==> src/rtl/serial_add_scheduler_pkg.sv <==
// Shared types and constants for the bit-serial add scheduler.
package serial_add_scheduler_pkg;

  localparam int DEFAULT_WIDTH = 8;

  // Encoding 2'd3 is unused and recovers to ST_IDLE.
  typedef enum logic [1:0] {
    ST_IDLE  = 2'd0,
    ST_SHIFT = 2'd1,
    ST_DONE  = 2'd2
  } state_e;

  typedef logic req_id_t;

endpackage

==> src/rtl/serial_add_scheduler_fa_step.sv <==
// One-bit combinational full adder; the scheduler owns the carry flop.
module serial_fa_step (
  input  logic a,
  input  logic b,
  input  logic cin,
  output logic s,
  output logic cout
);

  assign s    = a ^ b ^ cin;
  assign cout = (a & b) | (a & cin) | (b & cin);

endmodule

==> src/rtl/serial_add_scheduler.sv <==
// Round-robin arbiter in front of a single bit-serial adder, with a
// valid/ready result channel that holds its outputs until consumed.
module serial_add_scheduler
  import serial_add_scheduler_pkg::*;
#(
  parameter int WIDTH = DEFAULT_WIDTH,
  parameter int CW    = 4
) (
  input  logic             clk,
  input  logic             rst,
  input  logic             req0_valid,
  output logic             req0_ready,
  input  logic [WIDTH-1:0] req0_a,
  input  logic [WIDTH-1:0] req0_b,
  input  logic             req0_cin,
  input  logic             req1_valid,
  output logic             req1_ready,
  input  logic [WIDTH-1:0] req1_a,
  input  logic [WIDTH-1:0] req1_b,
  input  logic             req1_cin,
  output logic             rsp_valid,
  input  logic             rsp_ready,
  output logic [WIDTH-1:0] rsp_sum,
  output logic             rsp_cout,
  output logic             rsp_id,
  output logic             busy
);

  state_e           state_q, state_d;
  logic [CW-1:0]    count_q, count_d;
  logic [WIDTH-1:0] aSh_q, aSh_d;
  logic [WIDTH-1:0] bSh_q, bSh_d;
  logic [WIDTH-1:0] sumSh_q, sumSh_d;
  logic             carry_q, carry_d;
  req_id_t          rspId_q, rspId_d;
  req_id_t          lastGrant_q, lastGrant_d;

  req_id_t grant;
  logic    accept;
  logic    lastStep;
  logic    stepSum;
  logic    stepCarry;

  serial_fa_step uFaStep (
    .a    (aSh_q[0]),
    .b    (bSh_q[0]),
    .cin  (carry_q),
    .s    (stepSum),
    .cout (stepCarry)
  );

  // Contention alternates against the last accepted requester.
  always_comb begin
    if (req0_valid && req1_valid) begin
      grant = ~lastGrant_q;
    end else begin
      grant = req1_valid;
    end
  end

  assign accept   = (state_q == ST_IDLE) && (req0_valid || req1_valid);
  assign lastStep = (count_q == CW'(WIDTH - 1));

  always_ff @(posedge clk) begin
    if (rst) begin
      state_q <= ST_IDLE;
    end else begin
      state_q <= state_d;
    end
  end

  always_comb begin
    state_d = state_q;
    case (state_q)
      ST_IDLE:  if (accept) state_d = ST_SHIFT;
      ST_SHIFT: if (lastStep) state_d = ST_DONE;
      ST_DONE:  if (rsp_ready) state_d = ST_IDLE;
      default:  state_d = ST_IDLE;
    endcase
  end

  // Readies are withheld while rst is high so no handshake is reported.
  always_comb begin
    req0_ready = (state_q == ST_IDLE) && !rst && req0_valid && (grant == 1'b0);
    req1_ready = (state_q == ST_IDLE) && !rst && req1_valid && (grant == 1'b1);
    rsp_valid  = (state_q == ST_DONE);
    busy       = (state_q != ST_IDLE);
  end

  assign rsp_sum  = sumSh_q;
  assign rsp_cout = carry_q;
  assign rsp_id   = rspId_q;

  always_comb begin
    aSh_d       = aSh_q;
    bSh_d       = bSh_q;
    sumSh_d     = sumSh_q;
    carry_d     = carry_q;
    count_d     = count_q;
    rspId_d     = rspId_q;
    lastGrant_d = lastGrant_q;
    case (state_q)
      ST_IDLE: begin
        if (accept) begin
          aSh_d       = grant ? req1_a : req0_a;
          bSh_d       = grant ? req1_b : req0_b;
          carry_d     = grant ? req1_cin : req0_cin;
          rspId_d     = grant;
          lastGrant_d = grant;
          count_d     = '0;
          sumSh_d     = '0;
        end
      end
      ST_SHIFT: begin
        carry_d = stepCarry;
        aSh_d   = aSh_q >> 1;
        bSh_d   = bSh_q >> 1;
        sumSh_d = {stepSum, sumSh_q[WIDTH-1:1]};
        count_d = count_q + CW'(1);
      end
      default: ;
    endcase
  end

  always_ff @(posedge clk) begin
    if (rst) begin
      aSh_q       <= '0;
      bSh_q       <= '0;
      sumSh_q     <= '0;
      carry_q     <= 1'b0;
      count_q     <= '0;
      rspId_q     <= 1'b0;
      lastGrant_q <= 1'b1;
    end else begin
      aSh_q       <= aSh_d;
      bSh_q       <= bSh_d;
      sumSh_q     <= sumSh_d;
      carry_q     <= carry_d;
      count_q     <= count_d;
      rspId_q     <= rspId_d;
      lastGrant_q <= lastGrant_d;
    end
  end

endmodule

==> config.mk <==
export PLATFORM = sky130hd
export DESIGN_NAME = serial_add_scheduler
export DESIGN_NICKNAME = d
export VERILOG_FILES = /design/src/rtl/serial_add_scheduler_pkg.sv /design/src/rtl/serial_add_scheduler_fa_step.sv /design/src/rtl/serial_add_scheduler.sv
export SDC_FILE = /design/constraint.sdc
export NUM_CORES = 1
export LEC_CHECK = 0
export ABC_AREA = 0
export BUFFER_PORTS_ARGS = -buffer_cell sky130_fd_sc_hd__buf_2
export CORE_MARGIN = 2
export CORE_UTILIZATION = 49
export DETAILED_ROUTE_END_ITERATION = 7
export HOLD_SLACK_MARGIN = 0.08
export PLACE_DENSITY = 0.76
export SLEW_MARGIN = 30
export SYNTH_ARGS = -nofsm -noshare
export SYNTH_HDL_FRONTEND = slang
export SYNTH_SLANG_ARGS = --single-unit
==> constraint.sdc <==
create_clock -name clk -period 3.3 [get_ports clk]
set_input_delay 0 -clock clk [delete_from_list [all_inputs] [get_ports clk]]
set_output_delay 0 -clock clk [all_outputs]
set_load 0.05 [all_outputs]
Word-level counts from Yosys, hierarchy flattened

Index checks and enable logic that the tools add are counted.

Memories: 0
ROM bits: 0
RAM bits: 0
Flip-flop bits (word level): 33
Bits in latches: 0
Output and inout port bits: 14

Reductions and logical operators: 15
Shift operators: 0
Divide/modulo/power cells: 0
Bitwise operators: 9
$lt $le $gt $ge: 0
Muxes and demuxes: 18
Add/sub/neg operators: 1
Multipliers: 0
Equality and inequality tests: 6

Operators with widths:

| operator                                               | number |
|---|---|
| one-hot mux 8 bit (2 select lines)                     | 3 |
| two-way mux 8 bit                                      | 5 |
| one-hot mux 4 bit (2 select lines)                     | 1 |
| logical AND 1 bit                                      | 7 |
| two-way mux 2 bit                                      | 3 |
| one-hot mux 2 bit (3 select lines)                     | 1 |
| adder 4 x 1 -> 4 bit (second input constant)           | 1 |
| equality test 4 x 3 -> 1 bit (second input constant)   | 1 |
| two-way mux 4 bit                                      | 1 |
| inequality test 2 bit (second input constant)          | 2 |
| AND reduction 2 bit                                    | 2 |
| nonzero test 2 bit                                     | 2 |
| AND 1 bit                                              | 3 |
| two-way mux 1 bit                                      | 3 |
| AND reduction 3 bit                                    | 1 |
| equality test 2 x 1 -> 1 bit (second input constant)   | 1 |
| equality test 2 bit (second input constant)            | 1 |
| zero test 2 bit                                        | 1 |
| inequality test 2 x 1 -> 1 bit (second input constant) | 1 |
| NOT 1 bit                                              | 2 |
| OR 1 bit                                               | 2 |
| one-hot mux 1 bit (2 select lines)                     | 1 |
| bitwise XOR 1 bit                                      | 2 |
| zero test 1 bit                                        | 1 |
| logical OR 1 bit                                       | 1 |

Depth between registers and ports, before layout

Depth after elaboration: 5
Depth in mapped cells: 5

Modules after synthesis

From an unflattened synthesis, not the netlist that was laid out.

Cell total of the unflattened synthesis: 185
Area total of the unflattened synthesis: 1669.1 um^2

By module, submodules not included:

| module               | cells an instance | times used | sequential area each (um^2) | area each (um^2) |
|---|---|---|---|---|
| serial_add_scheduler | 184               | 1          | 660.6                       | 1649.1 |
| serial_fa_step       | 1                 | 1          | 0.0                         | 20.0 |

Worst setup path after synthesis

No wires, ideal clock.

Path type: register -> register
Start: reg carry_q (netlist: rsp_cout)
End: reg carry_q (netlist: rsp_cout)
Setup slack: 1666 ps
Arrival time: 1559 ps
Stages on the path, launching flop included: 6
Setup time: 75 ps
Clock period less this slack: 1634 ps
Required time: 3225 ps
Cells stage by stage: dfxtp_1 inv_1 fa_1 nor3b_1 a211oi_1 o22ai_1

Word-level cells in the longest chain between the ends: 4
Elaborated cells between the ends (all ways): 5
Classes of those cells: mux (1); bitwise (4)

RTL lines:

| what                                 | line                               | RTL |
|---|---|---|
| from (decl)                          | serial_add_scheduler.sv:34         | `logic carry_q, carry_d;` |
| from (signal assigned)               | serial_add_scheduler.sv:138        | `carry_q <= carry_d;` |
| AND 1 bit                            | serial_add_scheduler_fa_step.sv:11 | `assign cout = (a & b) \| (a & cin) \| (b & cin);` |
| OR 1 bit                             | serial_add_scheduler_fa_step.sv:11 |  |
| OR 1 bit *                           | serial_add_scheduler_fa_step.sv:11 |  |
| one-hot mux 1 bit (2 select lines) * | serial_add_scheduler.sv:102        | `case (state_q)` |

Every way passes the cells marked *; elsewhere a longest branch is shown, timed or not.
A chain may end at the register's enable or synchronous reset.

Worst setup path in the final report

Start: reg state_q[0]
End: reg lastGrant_q

Word-level cells in the longest chain between the ends: 3

RTL lines:

| what                                   | line                                                    | RTL |
|---|---|---|
| from (decl)                            | serial_add_scheduler.sv:29                              | `state_e state_q, state_d;` |
| from (signal assigned)                 | serial_add_scheduler.sv:68                              | `state_q <= state_d;` |
| zero test 2 bit *                      | serial_add_scheduler.sv:61, serial_add_scheduler.sv:102 |  |
| logical AND 1 bit                      | serial_add_scheduler.sv:61                              | `assign accept = (state_q == ST_IDLE) && (req0_valid \|\| req1_valid);` |
| AND reduction 2 bit (no source line) * | -                                                       |  |
| to (signal assigned)                   | serial_add_scheduler.sv:141                             | `lastGrant_q <= lastGrant_d;` |
| to (decl)                              | serial_add_scheduler.sv:36                              | `req_id_t lastGrant_q, lastGrant_d;` |

Marks and branches as above.

==> run metrics <==
status complete, no violations; GR Overflow Total 0; Setup WS post-layout 1330 ps; CTS Buffer Depth 2; Pre-antenna DRT Iters 4; Netlist Area Pre-Place 0.00178 mm2; CP arrival approximately 2300 ps; clock slew at reported path FFs 100 ps; Final period util 59.7%; Area growth syn-to-layout 37.6%; maxcap violations 0; IO buf count 52; max incr delay on CP 770 ps; first-pass GRT wire length 7.45 mm; Fin Setup TNS 0 ps; min cycle time layout between 1500 and 2000 ps; worst vdd ir 0.219 mV; Post-route DRC 0; initial antenna violation count 0; Fmax 508 MHz; gpl congestion between 0.7 and 0.8; Worst path slowest cell dfxtp_1; Worst path top cell family by delay flip-flops; Yosys reg bits 33; Final Util 71.5%; total wire length 4.41 mm; Boundary Pins 53; vias in the first global route 1,650; crit-path cells nor2_1 -> and3_1 -> o21ai_1 -> dlygate4sd3_1; Place WS 1250 ps; Final #Nets 320; leak pwr ~1.1 nW; gr usage total 23.0%; Worst Path Buf+Inv 1; HPWL Detailed 2.50 mm; Worst Max-Slew Pin Slew a little under 700 ps; H-tree depth 2; Synth Net Count 238; Data required, critical path 3580 ps; Final Skew 7.26 ps; post-synthesis cell count just under 200; layout cell share with drive strength beyond 1 between 20% and 30%; Max-Slew Margin vs Limit a little over half; CP max FO 22; CP Capture Type flip-flop; Worst Hold Class input port to flip-flop; TritonCTS clock tree built; Fin Hold WS 166 ps; RSZ-0062 raised after global routing no; CTS buffer count 5; register area share after synthesis 37.2%; DR WL/cell around 14 um; most frequent cells in the layout 52 x buf_2, 37 x dlygate4sd3_1, 33 x dfxtp_1; clk sink count 33; # setup viols final 0; Warnings, synthesis 0; Pins Over Slew Limit 0; Pwr Density 343 mW/mm2; critical path launch point type flip-flop; full die area 0.00412 mm2; DR iter-0 viols roughly 90; Cell variety after synth 38; ANT nets after route 0; Setup CP Type flip-flop to flip-flop; via density per instance 5.39; Final Hold Fails 0; Mapped Avg Cell Area about 9.0 um2; std cell rows 21; Vias 1,758; Die Y-Extent about 64 um; Antenna Diode Count 0; worst-skew pair later-pin latency about 340 ps; commonest non-fill, non-tap cell in the layout buf_2; Placeable Area 0.00342 mm2; Resized cells post-CTS 0; largest net degree at the start of global routing 52; root buffer cell clkbuf_4; Die W 64.2 um; starting density of the core 52.0%; Fill cells 283
## per-stage QoR
stage,power [W],area [um2],instances
final,0.000838,2440,326
after global routing,0.000881,2440,326
after CTS,0.000840,2440,326
after detailed placement,0.000576,2020,281
after global placement,0.000574,2020,281
after floorplan,0.000538,1780,197
## cell type report
class,count,area [um2],share of cell area (%)
multi-input combinational,142,1000,41.0
sequential,33,661,27.0
timing repair buffer,92,653,26.7
tap,46,57.6,2.36
clock buffer,6,41.3,1.69
inverter,5,18.8,0.768
clock inverter,2,10.0,0.410
## worst register-to-register path, cell delays in order (launching register included)
cell and delay (ps):
dfxtp_1 770, nor2_1 210, and3_1 240, o21ai_1 130, dlygate4sd3_1 560
## cell families (layout without fill, tap and decap cells)
| group | count (synthesis) | count (layout) | synth area share [%] |
|---|---|---|---|
| muxes | 17 | 17 | 9.58 |
| adders and majority gates | 2 | 2 | 1.83 |
| DFF | 33 | 33 | 37.2 |
| AOI/OAI and AO/OA | 64 | 64 | 22.8 |
| and+or+nand+nor | 59 | 59 | 21.8 |
| buffers and inverters | 22 | 105 | 6.69 |
## power by group
group	switching, W	internal (W)
combinational	0.0000840	0.0000951
sequential	0.0000183	0.000420
clock	0.000140	0.0000810
## worst paths after layout
kind / start / to / slack (ps) / cells past startpoint
hold reg to reg: rsp_id / rsp_id / 460 / 1
setup / recovery: state_q[0] / lastGrant_q / 1330 / 4
setup reg to reg: state_q[0] / lastGrant_q / 1330 / 4
hold / removal: rst / state_q[1] / 170 / 2
## cells in the mapped netlist
| library cell | n | area [um2] |
|---|---|---|
| o221a_1 | 1 | 11.3 |
| clkbuf_1 | 6 | 22.5 |
| nor3b_1 | 2 | 15.0 |
| dfxtp_1 | 33 | 661 |
| mux2i_1 | 17 | 170 |
| and3_1 | 1 | 6.26 |
| a21boi_1 | 1 | 7.51 |
| o21ai_0 | 8 | 40.0 |
| nand2_2 | 1 | 6.26 |
| nor2_1 | 3 | 11.3 |
| inv_1 | 5 | 18.8 |
| and3b_1 | 14 | 123 |
| buf_4 | 1 | 7.51 |
| nor3_2 | 1 | 10.0 |
| and2_1 | 16 | 100 |
| or4_1 | 1 | 7.51 |
| a21boi_2 | 1 | 11.3 |
| or2_1 | 1 | 6.26 |
| nand2_1 | 10 | 37.5 |
| buf_8 | 1 | 15.0 |
| fa_1 | 1 | 20.0 |
| a2111oi_0 | 1 | 8.76 |
| o22ai_1 | 15 | 93.8 |
| nand2b_1 | 4 | 25.0 |
| o211ai_1 | 2 | 15.0 |
| ha_1 | 1 | 12.5 |
| buf_6 | 2 | 22.5 |
| nor2b_1 | 2 | 12.5 |
| buf_2 | 5 | 25.0 |
| nand3_1 | 1 | 5.00 |
| o21ai_1 | 5 | 25.0 |
| a21o_1 | 1 | 7.51 |
| nor3_4 | 1 | 16.3 |
| or3_1 | 1 | 6.26 |
| a211oi_1 | 15 | 113 |
| a21oi_1 | 13 | 65.1 |
| o31ai_1 | 1 | 7.51 |
| buf_1 | 2 | 7.51 |
## per-layer routing
| metal | track usage (%) | up-vias | wire, um |
|---|---|---|---|
| met3 | 7.04 | 8 | 241 |
| li1 | - | 887 | - |
| met2 | 38.8 | 48 | 2180 |
| met5 | 0 | - | 0 |
| met1 | 27.9 | 815 | 1920 |
| met4 | 7.71 | 0 | 61 |
## what timing repair did
item / 4_1_cts / 5_1_grt
endpoints found under the hold margin: 19 / 0
setup buffers: 0 / 0
hold buffers: 37 / 0
## state kept, by name (all words and copies together) (netlist names)
signal,flops
bSh_q,8
rsp_sum,8
rsp_id,1
lastGrant_q,1
rsp_cout,1
state_q,2
aSh_q,8
count_q,4
(Power assumes the default switching activity.)
